==> src/rtl/mmio_bus_arbiter_pkg.sv <==
// Shared types and constants for the two-master MMIO bus arbiter.
package mmio_bus_arbiter_pkg;

  localparam int REGBUS = 32;
  localparam logic [REGBUS-1:0] ZEROWORD = '0;

  typedef enum logic [1:0] {
    ARB_IDLE = 2'd0,
    ARB_XFER = 2'd1,
    ARB_ACK  = 2'd2
  } arb_state_e;

  // One master's request as latched at grant time.
  typedef struct packed {
    logic              we;
    logic [REGBUS-1:0] addr;
    logic [3:0]        sel;
    logic [REGBUS-1:0] wdata;
  } bus_req_t;

endpackage

==> src/rtl/mmio_bus_arbiter_rr_pick2.sv <==
// Combinational two-way winner select; the round-robin pointer lives in the parent.
module rr_pick2 #(
  parameter int M0_PRIO = 0
) (
  input  logic [1:0] req,
  input  logic       rr_last,
  output logic       grant,
  output logic       winner
);

  // Single requester wins; on a tie either master 0 (priority) or the previous loser wins.
  always_comb begin
    grant  = |req;
    winner = 1'b0;
    case (req)
      2'b01:   winner = 1'b0;
      2'b10:   winner = 1'b1;
      2'b11:   winner = (M0_PRIO != 0) ? 1'b0 : ~rr_last;
      default: winner = 1'b0;
    endcase
  end

endmodule

==> src/rtl/mmio_bus_arbiter.sv <==
// Two-master req/ack arbiter in front of a single synchronous-RAM slave bus.
// RD_LAT must lie in 1..4 (the latency counter is two bits wide).
module mmio_bus_arbiter
  import mmio_bus_arbiter_pkg::*;
#(
  parameter int RD_LAT  = 1,
  parameter int M0_PRIO = 0
) (
  input  logic              clk,
  input  logic              rst,
  input  logic              m0_req,
  input  logic              m0_we,
  input  logic [REGBUS-1:0] m0_addr,
  input  logic [3:0]        m0_sel,
  input  logic [REGBUS-1:0] m0_wdata,
  output logic              m0_ack,
  output logic [REGBUS-1:0] m0_rdata,
  input  logic              m1_req,
  input  logic              m1_we,
  input  logic [REGBUS-1:0] m1_addr,
  input  logic [3:0]        m1_sel,
  input  logic [REGBUS-1:0] m1_wdata,
  output logic              m1_ack,
  output logic [REGBUS-1:0] m1_rdata,
  output logic              ram_ce_o,
  output logic              ram_we_o,
  output logic [REGBUS-1:0] ram_addr_o,
  output logic [3:0]        ram_sel_o,
  output logic [REGBUS-1:0] ram_data_o,
  input  logic [REGBUS-1:0] ram_data_i,
  output logic              owner,
  output logic              busy
);

  localparam logic [1:0] CNT_INIT = 2'(RD_LAT - 1);

  arb_state_e        state_q, state_d;
  logic [1:0]        cnt_q, cnt_d;
  logic              rr_last_q, rr_last_d;
  logic              owner_q, owner_d;
  bus_req_t          lat_q, lat_d;
  logic [REGBUS-1:0] m0_rdata_q, m0_rdata_d;
  logic [REGBUS-1:0] m1_rdata_q, m1_rdata_d;
  logic [1:0]        ack_q, ack_d;
  logic              ce_q, ce_d;
  logic              we_q, we_d;
  logic              busy_q, busy_d;

  bus_req_t m0_bus, m1_bus;
  logic     pick_grant, pick_winner;

  assign m0_bus = '{we: m0_we, addr: m0_addr, sel: m0_sel, wdata: m0_wdata};
  assign m1_bus = '{we: m1_we, addr: m1_addr, sel: m1_sel, wdata: m1_wdata};

  rr_pick2 #(.M0_PRIO(M0_PRIO)) u_pick (
    .req     ({m1_req, m0_req}),
    .rr_last (rr_last_q),
    .grant   (pick_grant),
    .winner  (pick_winner)
  );

  // Next-state logic: grant in IDLE, count out the slave latency in XFER, one ACK cycle.
  always_comb begin
    state_d    = state_q;
    cnt_d      = cnt_q;
    rr_last_d  = rr_last_q;
    owner_d    = owner_q;
    lat_d      = lat_q;
    m0_rdata_d = m0_rdata_q;
    m1_rdata_d = m1_rdata_q;
    ack_d      = 2'b00;
    case (state_q)
      ARB_IDLE: begin
        if (pick_grant) begin
          state_d   = ARB_XFER;
          owner_d   = pick_winner;
          rr_last_d = pick_winner;
          lat_d     = pick_winner ? m1_bus : m0_bus;
          cnt_d     = lat_d.we ? 2'd0 : CNT_INIT;
        end
      end
      ARB_XFER: begin
        if (cnt_q == 2'd0) begin
          state_d        = ARB_ACK;
          ack_d[owner_q] = 1'b1;
          if (!lat_q.we) begin
            if (owner_q) m1_rdata_d = ram_data_i;
            else         m0_rdata_d = ram_data_i;
          end
        end else begin
          cnt_d = cnt_q - 2'd1;
        end
      end
      ARB_ACK:  state_d = ARB_IDLE;
      default:  state_d = ARB_IDLE;
    endcase
    // Slave strobes and busy are registered from the upcoming state.
    ce_d   = (state_d == ARB_XFER);
    we_d   = ce_d & lat_d.we;
    busy_d = (state_d != ARB_IDLE);
  end

  // State and registered outputs; reset aborts any transaction without an ack.
  always_ff @(posedge clk) begin
    if (rst) begin
      state_q    <= ARB_IDLE;
      cnt_q      <= 2'd0;
      rr_last_q  <= 1'b1;
      owner_q    <= 1'b0;
      lat_q      <= '0;
      m0_rdata_q <= ZEROWORD;
      m1_rdata_q <= ZEROWORD;
      ack_q      <= 2'b00;
      ce_q       <= 1'b0;
      we_q       <= 1'b0;
      busy_q     <= 1'b0;
    end else begin
      state_q    <= state_d;
      cnt_q      <= cnt_d;
      rr_last_q  <= rr_last_d;
      owner_q    <= owner_d;
      lat_q      <= lat_d;
      m0_rdata_q <= m0_rdata_d;
      m1_rdata_q <= m1_rdata_d;
      ack_q      <= ack_d;
      ce_q       <= ce_d;
      we_q       <= we_d;
      busy_q     <= busy_d;
    end
  end

  assign m0_ack     = ack_q[0];
  assign m1_ack     = ack_q[1];
  assign m0_rdata   = m0_rdata_q;
  assign m1_rdata   = m1_rdata_q;
  assign ram_ce_o   = ce_q;
  assign ram_we_o   = we_q;
  assign ram_addr_o = lat_q.addr;
  assign ram_sel_o  = lat_q.sel;
  assign ram_data_o = lat_q.wdata;
  assign owner      = owner_q;
  assign busy       = busy_q;

endmodule

==> config.mk <==
export PLATFORM = sky130hd
export DESIGN_NAME = mmio_bus_arbiter
export DESIGN_NICKNAME = d
export VERILOG_FILES = /design/src/rtl/mmio_bus_arbiter_pkg.sv /design/src/rtl/mmio_bus_arbiter_rr_pick2.sv /design/src/rtl/mmio_bus_arbiter.sv
export SDC_FILE = /design/constraint.sdc
export NUM_CORES = 1
export LEC_CHECK = 0
export ABC_CLOCK_PERIOD_IN_PS = 3850
export CAP_MARGIN = 10
export CELL_PAD_IN_SITES_DETAIL_PLACEMENT = 1
export CELL_PAD_IN_SITES_GLOBAL_PLACEMENT = 1
export CORE_MARGIN = 2
export CORE_UTILIZATION = 31
export DETAILED_ROUTE_END_ITERATION = 7
export GPL_ROUTABILITY_DRIVEN = 0
export PLACE_DENSITY = 0.86
export SYNTH_ARGS = -nofsm -noshare
export SYNTH_HDL_FRONTEND = slang
export SYNTH_SLANG_ARGS = --single-unit
export TNS_END_PERCENT = 100
==> constraint.sdc <==
create_clock -name clk -period 3.85 [get_ports clk]
set_input_delay 0.385 -clock clk [delete_from_list [all_inputs] [get_ports clk]]
set_output_delay 0.385 -clock clk [all_outputs]
set_load 0.05 [all_outputs]
==> results of run 1 <==
==> cells in the final DEF (no fill, tap or decap), types with 3 or more instances in the layout <==
| cell | n |
|---|---|
| mux2i_1 | 64 |
| nand2_1 | 236 |
| a311oi_1 | 70 |
| inv_1 | 4 |
| clkdlybuf4s50_1 | 310 |
| buf_4 | 9 |
| inv_8 | 3 |
| inv_6 | 6 |
| dfxtp_1 | 144 |
| a21oi_1 | 71 |
| nor3_1 | 3 |
| buf_12 | 3 |
| clkbuf_16 | 17 |
==> through the flow <==
step                instances  util, %  area, µm²  worst slack [ns]
global route             1239     48.2       9750              1.67
CTS                      1239     48.2       9750              1.70
detailed placement       1207     45.3       9170              1.40
finish                   1239     48.2       9750              1.74
global placement         1207     45.3       9170              1.51
floorplan                 746        -       6400              2.16
==> worst min-delay path by stage <==
stage / startpoint / to / depth (start not counted)
floorplan: cnt_q[1]$_SDFFE_PP0P_ / cnt_q[1]$_SDFFE_PP0P_ / 1
global placement: m0_rdata[2]$_SDFFE_PP0P_ / m0_rdata[2]$_SDFFE_PP0P_ / 2
finish: m0_rdata[18]$_SDFFE_PP0P_ / m0_rdata[18]$_SDFFE_PP0P_ / 2
global route: m0_rdata[13]$_SDFFE_PP0P_ / m0_rdata[13]$_SDFFE_PP0P_ / 2
CTS: m0_rdata[18]$_SDFFE_PP0P_ / m0_rdata[18]$_SDFFE_PP0P_ / 2
detailed placement: m0_rdata[26]$_SDFFE_PP0P_ / m0_rdata[26]$_SDFFE_PP0P_ / 2
==> sequential cells by signal, summed over array words and instances (netlist names) <==
name	cells
m0_rdata	32
ram_we_o	1
ack_q	2
rr_last_q	1
m1_rdata	32
busy	1
ram_addr_o	32
ram_sel_o	4
ram_data_o	32
cnt_q	2
lat_q	1
owner	1
state_q	2
ram_ce_o	1
==> kinds of logic (layout without fill, tap and decap cells) <==
group                      Yosys count  in the layout
buffers and inverters              137            360
and+or+nand+nor                    252            252
adders and majority gates            1              1
muxes                               64             64
DFF                                144            144
AOI/OAI and AO/OA                  148            148
==> power by group through the flow <==
stage | clock network [mW] | registers [mW] | logic (mW)
6_report | 1.63 | 1.71 | 1.36
5_1_grt | 1.75 | 1.72 | 1.44
4_1_cts | 1.68 | 1.71 | 1.38
3_5_place_dp | 0 | 1.74 | 1.37
3_3_place_gp | 0 | 1.73 | 1.36
2_1_floorplan | 0 | 1.85 | 0.829
==> layout make-up <==
type | instances | area (µm²)
clock inverter | 14 | 145
multi-input combinational | 465 | 2700
clock buffer | 18 | 429
fill | 2304 | 10500
tap | 270 | 338
sequential | 144 | 2880
inverter | 5 | 18.8
timing repair buffer | 323 | 3240
==> per-layer routing <==
layer  track usage, %  up-vias
li1                 -     2926
met1             22.5     2852
met2             32.2      235
met3             7.16       20
met4             6.54        0
met5                0        -
==> flow_summary.yaml, run 1 <==
status:
  outcome: "complete, no violations"
yosys:
  synth_top_family_by_area: "compound AO/OA/AOI/OAI gates"
  synth_area_leaders: "dfxtp_1, nand2_1, mux2i_1, a311oi_1, buf_4"
  synth-simple-area-share_pct: 15.4
  async_flop_share_pct: 0
  yosys.area.top_type: "dfxtp_1"
  seq_area_frac_synth_pct: 45.0
  ys_types: 32
  synth_cells: 746
  ys_warn_count: 0
  synth_xor_area_share_pct: 0
  syn_avg_cell_area_um2: 8.58
  synthFlopType: "dfxtp_1"
  synth_fa_ha_area_share_pct: 0.195
  yosysMostFrequentCell: "nand2_1"
  synthTopCellsByCount: "nand2_1, dfxtp_1, a21oi_1, buf_4, a311oi_1"
  synth_top_cell_area_share_pct: 45.0
  synth_mux_area_share_pct: 10.0
  ys_seq_elements: 144
  syn-num-nets: 921
  syn_area_um2: 6400
  synth_edf_count: 0
  synth-compound-area-share_pct: 16.1
setup_path:
  startpoint: "owner$_SDFFE_PP0P_"
  cp.buffers_inverters: 1
  reg2reg_from: "cnt_q[0]$_SDFFE_PP0P_"
  crit_cells: 1
  worstReg2RegEnd: "m1_rdata[16]$_SDFFE_PP0P_"
  setup.worst_path.class: "reg2out"
  required_ns: 3.46
  cp.arrival_ns: 1.73
  end_kind: "primary output"
  rr_worst_depth: 6
  crit_path_start_kind: "flip-flop"
  crit_family: "buffers and inverters"
  critPathSlowestCell: "clkdlybuf4s50_1"
  slowest_delay_ns: 0.88
  critPathCapture: "owner"
  reg2reg_slack_ns: 1.84
  crit_fanout: 6
  crit_chain: "clkdlybuf4s50_1"
pwr:
  vdd_drop_max_mv: 0.237
  p_sw_mw: 1.64
  netSwitchingFraction_pct: 34.8
  p_total_mw: 4.70
  clkPwrFrac_pct: 34.7
  pwr-share-seq_pct: 36.3
  p_int_mw: 3.07
  power_frac_comb_pct: 29.0
  leakagePower_nw: 3.82
  power_density_nw_per_um2: 483
route:
  drc: 0
  wl_met1_mm: 8.78
  final_antenna_net_count: 0
  wl_met3_mm: 1.82
  vias_per_cell: 4.87
  top_layer: "met4"
  post_drt_wl_per_cell_um: 17.2
  wl_met2_mm: 10.3
  drt-total-wl_mm: 21.3
  drt_pass1_iterations: 4
  drtIter0Drc: 112
  vias: 6033
layout:
  nets: 1131
  area_delta_synth_final_pct: 52.2
  n_antenna_cell: 0
  drive_above_1_share_pct: 5.88
clocking:
  root_buffer: "clkbuf_16"
  ctsResizeCount: 0
  numCtsBuffers: 17
  post_cts_buffers: 0
  clk_pin_slew_ns: 0.07
  cts_buffer_depth: 2
  cts_tree: "built"
  hold_buffers: 0
  h-tree-depth: 4
  clk_latency_ns: 0.42
  cts.sinks: 144
sta:
  clock.fmax_mhz: 473
  finalHoldViolCount: 0
  holdWs_ns: 0.459
  layout_min_cycle_time_ns: 2.11
  drv_slew: 0
  relSlewSlack_pct: 33.6
  worst_pin_slew_ns: 0.995
  period_share_pct: 54.9
  finalSetupTns_ns: 0
  clock_skew_ns: 0.00969
  rsz0062_at_grt: "no"
  finalSetupViolations: 0
grt:
  grt_pass1_vias: 6206
  grt_pass1_wl_mm: 33.0
  antenna_found_initial: 0
  grt_max_degree: 77
  track_usage_pct: 19.2
  grt_overflow_total: 0
die:
  design.core.area_um2: 20200
  pin_count: 312
  start_util_pct: 31.6
  dieWidth_um: 148
  die_height_um: 148
  die_area_um2: 21800
  rows: 52
flow_run:
  max_cap_violations: 0
worst_hold_path:
  worstHoldPathType: "reg2reg"
placed_design:
  port_buffers: 311
  dp_hpwl_mm: 15.2
No activity file was read; power rests on OpenSTA's default activity.
==> run 2: changes to the inputs <==
- ABC_CLOCK_PERIOD_IN_PS: 3850 -> 2029
- CORE_UTILIZATION: 31 -> 29
- PLACE_DENSITY: 0.86 -> 0.81
- clock period: 3.85 -> 2.03 ns (I/O delays scaled with it)
==> run 2 against run 1 <==
  * Non-clock buffer count is 5 higher
  * Largest power group unchanged
  * Sequential share of layout area is 0.36 points lower
  * Highest routed layer unchanged
  * Clock skew is 0.0063 ns higher
  * Largest cell class unchanged
  * Register-to-register slack worse by 1.7 ns
  * Critical path type is now reg2reg
  * Via count is 0.85% higher
  * Sequential power is 89% higher
  * Power is 93% higher
==> flow_summary.yaml, run 2 (same netlist as run 1, synthesis figures left out) <==
status:
  outcome: "complete, no violations"
die:
  die_area_um2: 23300
  pin_count: 312
  start_util_pct: 29.4
  design.core.area_um2: 21800
  die_height_um: 153
  rows: 54
  dieWidth_um: 153
pwr:
  netSwitchingFraction_pct: 33.3
  leakagePower_nw: 3.87
  power_density_nw_per_um2: 920
  vdd_drop_max_mv: 0.430
  p_int_mw: 6.05
  pwr-share-seq_pct: 35.6
  p_sw_mw: 3.03
  clkPwrFrac_pct: 35.5
  power_frac_comb_pct: 28.9
sta:
  rsz0062_at_grt: "no"
  period_share_pct: 90.7
  drv_slew: 0
  worst_pin_slew_ns: 0.581
  clock.fmax_mhz: 543
  relSlewSlack_pct: 61.2
  layout_min_cycle_time_ns: 1.84
  clock_skew_ns: 0.0160
  finalSetupViolations: 0
  finalSetupTns_ns: 0
  finalHoldViolCount: 0
clocking:
  cts_buffer_depth: 2
  post_cts_buffers: 0
  cts.sinks: 144
  hold_buffers: 0
  cts_tree: "built"
  ctsResizeCount: 0
  clk_pin_slew_ns: 0.06
  clk_latency_ns: 0.41
  numCtsBuffers: 17
  h-tree-depth: 4
  root_buffer: "clkbuf_16"
route:
  drt_pass1_iterations: 4
  drtIter0Drc: 158
  vias_per_cell: 4.85
  drc: 0
  drt-total-wl_mm: 21.6
  post_drt_wl_per_cell_um: 17.2
  final_antenna_net_count: 0
  vias: 6084
placed_design:
  dpl_cell_area_um2: 9270
  port_buffers: 311
  dp_hpwl_mm: 15.2
worst_hold_path:
  worstHoldPathType: "in2reg"
grt:
  grt_overflow_total: 0
  track_usage_pct: 18.2
  antenna_found_initial: 0
  grt_pass1_vias: 6296
  grt_pass1_wl_mm: 34.2
  grt_max_degree: 97
layout:
  area_delta_synth_final_pct: 54.1
  n_antenna_cell: 0
  mostFrequentLayoutCell: "clkdlybuf4s50_1"
  nets: 1136
  layout_common_cells: "clkdlybuf4s50_1, nand2_1, dfxtp_1"
  fill_cells: 2533
  fin_area_um2: 9860
  drive_above_1_share_pct: 6.26
flow_run:
  max_cap_violations: 0
setup_path:
  required_ns: 2.32
  cp.arrival_ns: 2.13
  end_kind: "flip-flop"
  setup.worst_path.class: "reg2reg"
  crit_path_start_kind: "flip-flop"
  crit_fanout: 32
## run 2: cell count changes in the layout (fill, tap and decap cells not counted)
| cell | change |
|---|---|
| buf_12 | +4 |
| buf_4 | +2 |
| bufinv_16 | +2 |
| clkbuf_1 | +2 |
| clkdlybuf4s50_1 | -1 |
| clkinv_2 | +1 |
| clkinv_4 | +2 |
| inv_6 | -4 |
| inv_8 | -3 |
## run 2: worst max-delay path, cell delays in order (launching register included)
cell and delay (ns):
dfxtp_1 0.31, inv_1 0.08, ha_1 0.20, nand2_2 0.07
or4b_2 0.66, buf_12 0.23, mux2i_1 0.15
## run 2: power by group through the flow
stage                     clock network (mW)  registers (mW)  logic [mW]
final                                   3.22            3.24        2.62
after global routing                    3.46            3.27        2.77
after CTS                               3.33            3.24        2.65
after detailed placement                   0            3.30        2.64
after global placement                     0            3.28        2.61
after floorplan                            0            3.50        1.57
## run 2: metrics by stage
stage                     worst slack [ns]  hold slack, ns  cells  util (%)  total power, mW
after floorplan                      0.344           0.294    746         -             5.07
after global placement               0.219           0.443   1222      42.6             5.89
after detailed placement             0.103           0.450   1222      42.6             5.94
after CTS                            0.155          0.0666   1254      45.3             9.21
after global routing                0.0903          0.0775   1254      45.3             9.50
final                                0.189          0.0895   1254      45.3             9.08
## run 2: path summary, 6_finish.rpt
check,startpoint,end,slack [ns],cells past startpoint
worst max register to register,cnt_q[0]$_SDFFE_PP0P_,m1_rdata[26]$_SDFFE_PP0P_,0.19,6
worst min register to register,m0_rdata[5]$_SDFFE_PP0P_,m0_rdata[5]$_SDFFE_PP0P_,0.46,2
worst min-delay path,rst,owner$_SDFFE_PP0P_,0.09,2
worst max-delay path,cnt_q[0]$_SDFFE_PP0P_,m1_rdata[26]$_SDFFE_PP0P_,0.19,6
## run 2: area by class of cell
cell class | instances | area [µm²] | area share, %
repair buffers | 328 | 3320 | 33.7
flip-flops and latches | 144 | 2880 | 29.2
multi-input cells | 465 | 2700 | 27.3
clock buffers | 20 | 437 | 4.43
well taps | 280 | 350 | 3.55
clock inverters | 12 | 159 | 1.61
inverters | 5 | 18.8 | 0.190
## run 2: routing by layer
metal	vias to the layer above	wire, µm	track usage (%)
met1	2897	9400	22.3
met4	0	398	5.51
li1	2931	-	-
met3	26	1640	6.46
met2	230	10100	30.1
met5	-	0	0
==> run 3: changes to the inputs <==
- CAP_MARGIN: 10 -> 20
==> results of run 3 <==
No change in the layout: final DEF, timing and power equal those of run 2.
